===== config.mk =====
export PLATFORM = sky130hd
export DESIGN_NAME = crossbar_route_committer_flat
export DESIGN_NICKNAME = d
export VERILOG_FILES = /design/src/rtl/crossbar_route_committer_if.sv /design/src/rtl/crossbar_route_committer.sv /design/src/flat_wrapper.sv
export SDC_FILE = /design/constraint.sdc
export NUM_CORES = 1
export LEC_CHECK = 0
export BUFFER_PORTS_ARGS = -buffer_cell sky130_fd_sc_hd__buf_2
export CAP_MARGIN = 20
export CORE_ASPECT_RATIO = 1.4
export CORE_MARGIN = 8
export CORE_UTILIZATION = 45
export DETAILED_ROUTE_END_ITERATION = 10
export GPL_ROUTABILITY_DRIVEN = 1
export PLACE_DENSITY = 0.8
export SLEW_MARGIN = 25
export SYNTH_ARGS = -nofsm -noshare
export SYNTH_HDL_FRONTEND = slang
export SYNTH_SLANG_ARGS = --single-unit

===== constraint.sdc =====
create_clock -name pclk -period 2.6 [get_ports pclk]
set_clock_uncertainty 0.2 [all_clocks]
set_input_delay 0.26 -clock pclk [delete_from_list [all_inputs] [get_ports pclk]]
set_output_delay 0.26 -clock pclk [all_outputs]
set_load 0.01 [all_outputs]

===== src/rtl/crossbar_route_committer_if.sv =====
// APB requester/completer bundle for the crossbar route committer.
interface crossbar_route_committer_if #(
  parameter int unsigned ADDR_WIDTH = 16
);
  logic [ADDR_WIDTH-1:0] paddr;
  logic                  psel;
  logic                  penable;
  logic                  pwrite;
  logic [31:0]           pwdata;
  logic [31:0]           prdata;
  logic                  pready;
  logic                  pslverr;

  modport master (
    output paddr, psel, penable, pwrite, pwdata,
    input  prdata, pready, pslverr
  );

  modport slave (
    input  paddr, psel, penable, pwrite, pwdata,
    output prdata, pready, pslverr
  );
endinterface


===== src/rtl/crossbar_route_committer.sv =====
// Pushes dirty shadow muxsel entries to the crossbar matrix over APB, one transfer at a time.
// Optional read-back verify of each write: define CROSSBAR_COMMIT_VERIFY_EN.
module crossbar_route_committer #(
  parameter int unsigned           NUM_PORTS  = 12,
  parameter int unsigned           SEL_WIDTH  = 4,
  parameter int unsigned           ADDR_WIDTH = 16,
  parameter logic [ADDR_WIDTH-1:0] BASE_ADDR  = '0,
  parameter int unsigned           TIMEOUT    = 255
) (
  input  logic                 pclk,
  input  logic                 preset_n,
  input  logic                 shadow_wr_en,
  input  logic [3:0]           shadow_wr_idx,
  input  logic [SEL_WIDTH-1:0] shadow_wr_data,
  output logic                 shadow_wr_rdy,
  input  logic                 commit,
  output logic                 busy,
  output logic                 done,
  output logic                 err,
  output logic [1:0]           err_code,
  output logic [3:0]           err_idx,
  crossbar_route_committer_if.master apb
);

  localparam int unsigned NUM_ENT = NUM_PORTS + 2;
  localparam int unsigned CNT_W   = $clog2(TIMEOUT + 1);

  typedef enum logic [2:0] {
    S_IDLE, S_SCAN, S_SETUP, S_ACCESS, S_RSETUP, S_RACCESS, S_DONE
  } state_t;

  state_t               state_q, state_d;
  logic [3:0]           idx_q, idx_d;
  logic [CNT_W-1:0]     cnt_q, cnt_d;
  logic [SEL_WIDTH-1:0] tbl_q [NUM_ENT];
  logic [SEL_WIDTH-1:0] tbl_d [NUM_ENT];
  logic [NUM_ENT-1:0]   dirty_q, dirty_d;
  logic                 err_q, err_d;
  logic [1:0]           err_code_q, err_code_d;
  logic [3:0]           err_idx_q, err_idx_d;

  logic in_setup, in_access, in_xfer, is_write;

  always_ff @(posedge pclk or negedge preset_n) begin
    if (!preset_n) begin
      state_q    <= S_IDLE;
      idx_q      <= '0;
      cnt_q      <= '0;
      tbl_q      <= '{default: '0};
      dirty_q    <= '0;
      err_q      <= 1'b0;
      err_code_q <= '0;
      err_idx_q  <= '0;
    end else begin
      state_q    <= state_d;
      idx_q      <= idx_d;
      cnt_q      <= cnt_d;
      tbl_q      <= tbl_d;
      dirty_q    <= dirty_d;
      err_q      <= err_d;
      err_code_q <= err_code_d;
      err_idx_q  <= err_idx_d;
    end
  end

  always_comb begin
    state_d    = state_q;
    idx_d      = idx_q;
    cnt_d      = cnt_q;
    tbl_d      = tbl_q;
    dirty_d    = dirty_q;
    err_d      = err_q;
    err_code_d = err_code_q;
    err_idx_d  = err_idx_q;

    if (shadow_wr_en && state_q == S_IDLE && 32'(shadow_wr_idx) < NUM_ENT) begin
      tbl_d[shadow_wr_idx]   = shadow_wr_data;
      dirty_d[shadow_wr_idx] = 1'b1;
    end

    case (state_q)
      S_IDLE: begin
        if (commit) begin
          state_d    = S_SCAN;
          idx_d      = '0;
          err_d      = 1'b0;
          err_code_d = '0;
          err_idx_d  = '0;
        end
      end
      S_SCAN: begin
        if (32'(idx_q) >= NUM_ENT) begin
          state_d = S_DONE;
        end else if (dirty_q[idx_q]) begin
          state_d = S_SETUP;
        end else begin
          idx_d = idx_q + 4'd1;
        end
      end
      S_SETUP, S_RSETUP: begin
        cnt_d   = '0;
        state_d = (state_q == S_SETUP) ? S_ACCESS : S_RACCESS;
      end
      S_ACCESS, S_RACCESS: begin
        // Write and read-back access share completion handling; only the verify build
        // diverts a finished write into the read phase.
        if (apb.pready) begin
          if (apb.pslverr) begin
            err_d = 1'b1; err_code_d = 2'b01; err_idx_d = idx_q; state_d = S_DONE;
          end
`ifdef CROSSBAR_COMMIT_VERIFY_EN
          else if (state_q == S_ACCESS) begin
            state_d = S_RSETUP;
          end else if (apb.prdata != 32'(tbl_q[idx_q])) begin
            err_d = 1'b1; err_code_d = 2'b11; err_idx_d = idx_q; state_d = S_DONE;
          end
`endif
          else begin
            dirty_d[idx_q] = 1'b0;
            idx_d          = idx_q + 4'd1;
            state_d        = S_SCAN;
          end
        end else if (cnt_q == CNT_W'(TIMEOUT - 1)) begin
          err_d = 1'b1; err_code_d = 2'b10; err_idx_d = idx_q; state_d = S_DONE;
        end else begin
          cnt_d = cnt_q + 1'b1;
        end
      end
      S_DONE: state_d = S_IDLE;
      default: state_d = S_IDLE;
    endcase
  end

`ifndef CROSSBAR_COMMIT_VERIFY_EN
  logic unused_prdata;
  assign unused_prdata = ^apb.prdata;
`endif

  assign in_setup  = (state_q == S_SETUP)  || (state_q == S_RSETUP);
  assign in_access = (state_q == S_ACCESS) || (state_q == S_RACCESS);
  assign in_xfer   = in_setup || in_access;
  assign is_write  = (state_q == S_SETUP)  || (state_q == S_ACCESS);

  assign apb.psel    = in_xfer;
  assign apb.penable = in_access;
  assign apb.pwrite  = is_write;
  assign apb.paddr   = in_xfer ? BASE_ADDR + ADDR_WIDTH'({idx_q, 5'b0}) : '0;
  assign apb.pwdata  = is_write ? 32'(tbl_q[idx_q]) : '0;

  assign shadow_wr_rdy = (state_q == S_IDLE);
  assign busy          = (state_q != S_IDLE);
  assign done          = (state_q == S_DONE);
  assign err           = err_q;
  assign err_code      = err_code_q;
  assign err_idx       = err_idx_q;

endmodule


===== src/flat_wrapper.sv =====
// flat-port wrapper written by rule: the top's interface ports become plain ports
module crossbar_route_committer_flat 
#(
  parameter int unsigned           NUM_PORTS  = 12,
  parameter int unsigned           SEL_WIDTH  = 4,
  parameter int unsigned           ADDR_WIDTH = 16,
  parameter logic [ADDR_WIDTH-1:0] BASE_ADDR  = '0,
  parameter int unsigned           TIMEOUT    = 255
)
  (pclk, preset_n, shadow_wr_en, shadow_wr_idx, shadow_wr_data, shadow_wr_rdy, commit, busy, done, err, err_code, err_idx, apb_paddr, apb_psel, apb_penable, apb_pwrite, apb_pwdata, apb_prdata, apb_pready, apb_pslverr);
  crossbar_route_committer_if #(.ADDR_WIDTH(ADDR_WIDTH)) apb_i ();
  input  logic pclk;
  input  logic preset_n;
  input  logic shadow_wr_en;
  input  logic [3:0] shadow_wr_idx;
  input  logic [SEL_WIDTH-1:0] shadow_wr_data;
  output logic shadow_wr_rdy;
  input  logic commit;
  output logic busy;
  output logic done;
  output logic err;
  output logic [1:0] err_code;
  output logic [3:0] err_idx;
  output wire logic [$bits(apb_i.paddr)-1:0] apb_paddr;
  output wire logic [$bits(apb_i.psel)-1:0] apb_psel;
  output wire logic [$bits(apb_i.penable)-1:0] apb_penable;
  output wire logic [$bits(apb_i.pwrite)-1:0] apb_pwrite;
  output wire logic [$bits(apb_i.pwdata)-1:0] apb_pwdata;
  input wire logic [$bits(apb_i.prdata)-1:0] apb_prdata;
  input wire logic [$bits(apb_i.pready)-1:0] apb_pready;
  input wire logic [$bits(apb_i.pslverr)-1:0] apb_pslverr;
  assign apb_paddr = apb_i.paddr;
  assign apb_psel = apb_i.psel;
  assign apb_penable = apb_i.penable;
  assign apb_pwrite = apb_i.pwrite;
  assign apb_pwdata = apb_i.pwdata;
  assign apb_i.prdata = apb_prdata;
  assign apb_i.pready = apb_pready;
  assign apb_i.pslverr = apb_pslverr;
  crossbar_route_committer #(.NUM_PORTS(NUM_PORTS), .SEL_WIDTH(SEL_WIDTH), .ADDR_WIDTH(ADDR_WIDTH), .BASE_ADDR(BASE_ADDR), .TIMEOUT(TIMEOUT)) u_core (.pclk(pclk), .preset_n(preset_n), .shadow_wr_en(shadow_wr_en), .shadow_wr_idx(shadow_wr_idx), .shadow_wr_data(shadow_wr_data), .shadow_wr_rdy(shadow_wr_rdy), .commit(commit), .busy(busy), .done(done), .err(err), .err_code(err_code), .err_idx(err_idx), .apb(apb_i));
endmodule

==> results.py, run 1 <==
metrics = {
    "status": {
        "run_status": "finished clean",
    },
    "cts": {
        "clock_path_buffers": 2,
        "cts_buffers": 9,
        "cts.sinks": 92,
        "path_clk_slew_ns": 0.06,
        "clock-root-buffer": "clkbuf_16",
        "cts_max_level": 3,
        "cts_tree": "done",
        "insertion_delay_ns": 0.34,
    },
    "critical_path": {
        "worst-path-max-fanout": 6,
        "crit_start": "u_core.idx_q[0]",
        "cp-endpoint": "apb_pwdata[1]",
        "critPathMaxStageDelay_ns": 0.53,
        "worstPathCellList": "buf_12 -> mux4_2 -> mux2i_4 -> o221ai_1 -> and2_1 -> buf_2",
        "timing.rr.start": "u_core.idx_q[0]",
        "crit_type": "reg2out",
        "cp-start-kind": "register",
        "r2r.worst_path.cells": 7,
        "slowest_stage": "mux4_2",
        "crit_required_ns": 2.14,
        "worstSetupEndpointType": "primary output",
        "r2r_slack_ns": 0.14,
        "r2r-end": "u_core.idx_q[2]",
        "cp.arrival_ns": 2.09,
    },
    "logic_synthesis": {
        "synth_fa_ha_area_share_pct": 1.50,
        "synth_area_leaders": "dfrtp_1 (46%), mux2_2 (13%), buf_4 (6.2%)",
        "synth-xor-area-share_pct": 1.43,
        "netlist_area_sq_um": 5000,
        "synth_compound_area_share_pct": 8.63,
        "synth_ff_type": "dfrtp_1",
        "synth_edf_count": 0,
        "synth_cells": 433,
        "ys_types": 58,
        "synthDominantCellAreaShare_pct": 46.0,
        "synth_top_family_by_area": "multiplexers",
        "yosysWarningCount": 0,
        "seq_area_frac_synth_pct": 46.0,
        "synthArstFlopShare_pct": 100,
        "yosys.area_share.simple_pct": 12.2,
        "synth-seq-cells": 92,
        "synth.largest_area_cell": "dfrtp_1",
        "synth_mux_area_share_pct": 21.3,
        "synth.avg_cell_area_sq_um": 11.5,
    },
    "global_routing": {
        "grt_util_met2_pct": 26.1,
        "busiest_layer": "met2",
        "grt_use_met3_pct": 3.60,
        "use_met1_pct": 18.4,
        "overflow": 0,
        "grt_util_all_layers_pct": 15.7,
        "grt_max_degree": 51,
        "grt_first_pass_wirelength_mm": 18.5,
        "grt_pass1_vias": 3607,
        "antenna_found_initial": 0,
    },
    "power": {
        "peakVddDrop_uv": 392,
        "leakage_uw": 0.00269,
        "p_clk_share_pct": 21.1,
        "p_per_area_nw_per_um2": 1170,
        "power.share.combinational_pct": 42.9,
        "power_uw": 6670,
        "p_int_uw": 4260,
        "netSwitchingPower_uw": 2410,
        "p_sw_share_pct": 36.1,
        "pwr-share-seq_pct": 36.0,
    },
    "timing": {
        "final-setup-viol-count": 0,
        "max-slew-margin-rel_pct": 57.7,
        "maxSlewViolCount": 0,
        "hold_ws_ns": 0.123,
        "rsz0062_at_grt": "true",
        "final.setup.tns_ns": 0,
        "fmax_ghz": 0.392,
        "fin_crit_sh_pct": 98.2,
        "min_period_ns": 2.55,
        "worst_pin_slew_ns": 0.635,
        "hold_viol": 0,
    },
    "floorplan": {
        "rows": 45,
        "die_h_um": 141,
        "ios": 107,
        "die_area_sq_um": 14800,
        "start_util_pct": 46.0,
        "core_area_sq_um": 10900,
        "fp.dieW_um": 105,
    },
    "final_layout": {
        "fin_cells": 623,
        "drive_above_1_share_pct": 34.2,
        "layout_commonest_cell": "dfrtp_1",
        "antenna_cells": 0,
        "postLayoutCellArea_sq_um": 5720,
        "final_nets": 530,
        "mostFrequentLayoutCells": "dfrtp_1 (90), mux2_2 (56), conb_1 (40)",
        "syn2layout_area_growth_pct": 14.5,
        "fill_cells": 915,
    },
    "placement": {
        "placed_cell_area_sq_um": 5260,
        "dp.cells": 602,
        "hpwlAfterDp_mm": 7.83,
        "gp_congestion": 0.835,
        "numPortBuffers": 34,
    },
    "detailed_routing": {
        "drtPass1Iterations": 4,
        "drc": 0,
        "wl_per_cell_um": 17.9,
        "drt_iter0_drc": 154,
        "drtAntennaViolNets": 0,
        "vias_per_cell": 5.42,
        "vias": 3376,
        "drt_wl_total_mm": 11.2,
    },
    "run": {
        "maxCapViolCount": 0,
    },
    "min_path": {
        "hp-class": "in2reg",
    },
}
[stage by stage]
stage	setup WS, ns	util [%]
3_5_place_dp	0.209	48.4
4_1_cts	0.00558	52.5
2_1_floorplan	0.397	-
5_1_grt	-0.0263	52.7
3_3_place_gp	0.229	48.4
6_report	0.0474	52.7
[per-layer routing]
layer / share of wire (%) / vias to the layer above / wire length [um]
li1: - / 1550 / -
met1: 41 / 1688 / 4570
met2: 49 / 110 / 5460
met3: 6.7 / 28 / 750
met4: 3.5 / 0 / 386
met5: 0 / - / 0
[flip-flops by register name, indices dropped and copies added, names as in the netlist]
register,count
u_core.err,1
u_core.dirty_q,14
u_core.state_q,3
u_core.err_code,2
u_core.tbl_q,56
u_core.err_idx,4
u_core.idx_q,4
u_core.cnt_q,8
[layout make-up]
type                    instances  area, sq um  area share, %
flip-flops and latches         92         2300           40.3
inverters                      10         37.5          0.656
clock buffers                  10          239           4.18
well taps                     141          176           3.08
repair buffers                 55          427           7.46
multi-input cells             310         2450           42.9
clock inverters                 5         86.3           1.51
[worst max-delay path, delay by kind of cell, from the launching register on]
family	cells	cell delay (ns)
muxes	2	0.72
DFF	1	0.42
buffers and inverters	2	0.27
and+or+nand+nor	1	0.18
AOI/OAI and AO/OA	1	0.16
[power by group through the flow]
stage	Sequential, uW	Combinational, uW	Clock [uW]
CTS	2390	2840	1430
detailed placement	2410	2620	0
global placement	2360	2540	0
finish	2400	2860	1410
floorplan	2250	2010	0
global route	2480	3110	1510
[worst min-delay path by stage]
stage                         from                end  slack [ns]  cells after the start
after floorplan           preset_n    u_core.cnt_q[0]       -0.24                      0
after global placement    preset_n  u_core.err_idx[1]        0.11                      1
after detailed placement  preset_n         u_core.err        0.12                      1
after CTS                   commit  u_core.state_q[0]        0.11                      3
after global routing        commit  u_core.state_q[0]        0.14                      3
final                       commit  u_core.state_q[0]        0.12                      3
[cell families after synthesis]
group           count (synthesis)
compound gates                 63
buf+inv                        70
simple gates                  111
mux                            84
fa+ha+maj                       6
flops                          92
other cells                     1
xor+xnor                        6
[Yosys cell counts (3+ instances only)]
library cell,n
o21ai_0,9
nor2_4,4
nand2b_1,4
nand4_1,5
nand3b_1,4
buf_2,5
nand3_1,3
and2_1,9
inv_1,8
buf_4,41
xnor2_1,5
mux4_2,12
clkbuf_1,10
nor2b_1,12
mux2i_1,15
ha_1,6
mux2_2,56
nand2_1,25
o221ai_1,4
nor2_1,30
o31ai_1,8
a21oi_1,24
dfrtp_1,92
[what timing repair did]
action	4_1_cts	5_1_grt
endpoints found under the hold margin	50	0
setup endpoints to repair	4	8
pin swaps	0	1
hold buffers	2	0
gates resized for setup	6	5
cloned	1	0
buffers inserted	3	0
No activity file was read; power rests on OpenSTA's default activity.
==> run 2: changes to the inputs <==
--- a/config.mk
+++ b/config.mk
@@ -12,6 +12,7 @@
 export CORE_UTILIZATION = 45
 export DETAILED_ROUTE_END_ITERATION = 10
 export GPL_ROUTABILITY_DRIVEN = 1
+export HOLD_SLACK_MARGIN = 0.1
 export PLACE_DENSITY = 0.8
 export SLEW_MARGIN = 25
 export SYNTH_ARGS = -nofsm -noshare
==> constraint.sdc (replaced) <==
create_clock -name pclk -period 3 [get_ports pclk]
set_clock_uncertainty 0.2 [all_clocks]
set_input_delay 0.3 -clock pclk [delete_from_list [all_inputs] [get_ports pclk]]
set_output_delay 0.3 -clock pclk [all_outputs]
set_load 0.01 [all_outputs]
==> run 2 against run 1 <==
Against the previous run: combinational power decreased by 24%; total power decreased by 17%; critical path depth unchanged; register-to-register slack improved by 0.34 ns; utilization decreased by 2.0 points; die area unchanged; sequential share of layout area increased by 1.5 points; count of clock-buffer cells in the layout decreased by 1; critical endpoint is now apb_pwdata[3].
==> results.py, run 2 (same netlist as run 1, synthesis figures left out) <==
metrics = {
    "placement": {
        "numPortBuffers": 34,
        "dp.cells": 595,
        "hpwlAfterDp_mm": 7.73,
        "placed_cell_area_sq_um": 5170,
        "gp_congestion": 0.818,
    },
    "critical_path": {
        "cp-start-kind": "register",
        "crit_required_ns": 2.50,
        "cp.arrival_ns": 2.30,
        "worst-path-max-fanout": 27,
        "cp_top_family": "multiplexers",
        "worstPathCellList": "buf_12 -> mux4_2 -> mux2i_1 -> o221ai_1 -> and2_1 -> buf_2",
        "crit_type": "reg2out",
        "critical_path_buf_inv_count": 2,
        "critPathMaxStageDelay_ns": 0.52,
        "worstSetupEndpointType": "primary output",
        "slowest_stage": "mux4_2",
    },
    "global_routing": {
        "overflow": 0,
        "grt_pass1_vias": 3436,
        "grt_first_pass_wirelength_mm": 17.8,
        "grt_util_all_layers_pct": 15.1,
        "grt_max_degree": 49,
        "antenna_found_initial": 0,
    },
    "power": {
        "netSwitchingPower_uw": 2030,
        "p_int_uw": 3480,
        "p_clk_share_pct": 22.3,
        "power.share.combinational_pct": 39.3,
        "p_per_area_nw_per_um2": 999,
        "peakVddDrop_uv": 386,
        "leakage_uw": 0.00259,
        "pwr-share-seq_pct": 38.3,
        "power_uw": 5510,
        "p_sw_share_pct": 36.8,
    },
    "floorplan": {
        "rows": 45,
        "fp.dieW_um": 105,
        "core_area_sq_um": 10900,
        "ios": 107,
        "die_area_sq_um": 14800,
        "start_util_pct": 46.0,
        "die_h_um": 141,
    },
    "final_layout": {
        "reg_top3": "u_core.tbl_q (56), u_core.dirty_q (14), u_core.cnt_q (8)",
        "mostFrequentLayoutCells": "dfrtp_1 (92), mux2_2 (56), conb_1 (40)",
        "layout_commonest_cell": "dfrtp_1",
        "syn2layout_area_growth_pct": 10.2,
        "regMostFlops": "u_core.tbl_q",
        "final_nets": 519,
        "fill_cells": 946,
        "final_util_pct": 50.7,
        "antenna_cells": 0,
        "postLayoutCellArea_sq_um": 5510,
        "multi_input_area_sq_um": 2410,
        "fin_cells": 613,
        "drive_above_1_share_pct": 31.1,
        "seqCellArea_sq_um": 2300,
        "largest_reg_flops": 56,
    },
    "status": {
        "run_status": "finished clean",
    },
    "timing": {
        "final.setup.tns_ns": 0,
        "worst_pin_slew_ns": 0.873,
        "maxSlewViolCount": 0,
        "fin_crit_sh_pct": 93.4,
        "max-slew-margin-rel_pct": 41.8,
        "final-setup-viol-count": 0,
        "rsz0062_at_grt": "false",
        "min_period_ns": 2.80,
        "fmax_ghz": 0.357,
        "hold_viol": 0,
    },
    "detailed_routing": {
        "drtAntennaViolNets": 0,
        "drtPass1Iterations": 4,
        "drt_wl_total_mm": 10.9,
        "vias": 3324,
        "wl_per_cell_um": 17.8,
        "vias_per_cell": 5.42,
        "drc": 0,
        "drt_iter0_drc": 197,
    },
    "min_path": {
        "hp-class": "in2reg",
    },
    "run": {
        "maxCapViolCount": 0,
    },
    "cts": {
        "insertion_delay_ns": 0.34,
        "path_clk_slew_ns": 0.06,
        "cts_max_level": 3,
        "clock_path_buffers": 2,
        "clock-root-buffer": "clkbuf_16",
        "post-cts-setup-buffers": 0,
        "cts.sinks": 92,
        "cts_resized": 0,
        "cts_tree": "done",
        "cts_buffers": 9,
    },
}
[run 2: final cells by class]
class | instances | share of cell area, %
multi-input combinational | 310 | 43.7
timing repair buffer | 44 | 4.81
clock inverter | 7 | 1.77
inverter | 10 | 0.681
tap | 141 | 3.20
clock buffer | 9 | 4.09
sequential | 92 | 41.8
[run 2: worst paths after layout]
path,cells past startpoint,end,slack (ns),startpoint
worst max-delay path,6,apb_pwdata[3],0.20,u_core.idx_q[0]
worst min-delay path,3,u_core.state_q[0],0.13,commit
worst max register to register,5,u_core.tbl_q[33],0.48,u_core.state_q[0]
worst min register to register,2,u_core.err_code[0],0.27,u_core.err_code[0]
max in group asynchronous,3,u_core.tbl_q[45],1.52,preset_n
min in group asynchronous,2,u_core.err,0.31,preset_n
[run 2: per-stage QoR]
| stage | hold WS [ns] | setup slack (ns) |
|---|---|---|
| floorplan | -0.196 | 0.757 |
| global placement | 0.146 | 0.525 |
| detailed placement | 0.159 | 0.491 |
| CTS | 0.123 | 0.199 |
| global route | 0.166 | 0.117 |
| finish | 0.129 | 0.198 |
[run 2: power groups by stage]
stage / combinational (uW) / sequential, uW / clock, uW
6_report: 2170 / 2110 / 1230
5_1_grt: 2390 / 2170 / 1300
4_1_cts: 2180 / 2100 / 1250
3_5_place_dp: 2160 / 2120 / 0
3_3_place_gp: 2100 / 2080 / 0
2_1_floorplan: 1740 / 1950 / 0
[run 2: per-layer routing]
layer / GRT usage [%] / part of all wire (%) / up-vias
met2: 24.3 / 48 / 100
met3: 3.97 / 6.4 / 13
met1: 18.7 / 43 / 1688
met5: 0 / 0 / -
li1: - / - / 1523
met4: 6.11 / 2.1 / 0
[run 2: timing repair]
action	4_1_cts	5_1_grt
endpoints found under the hold margin	48	0
hold buffers	2	0
setup endpoints to repair	0	0
[run 2: worst min-delay path, delay by kind of cell]
family | cells | cell delay (ns)
AOI/OAI and AO/OA | 2 | 0.23
buffers and inverters | 1 | 0.10
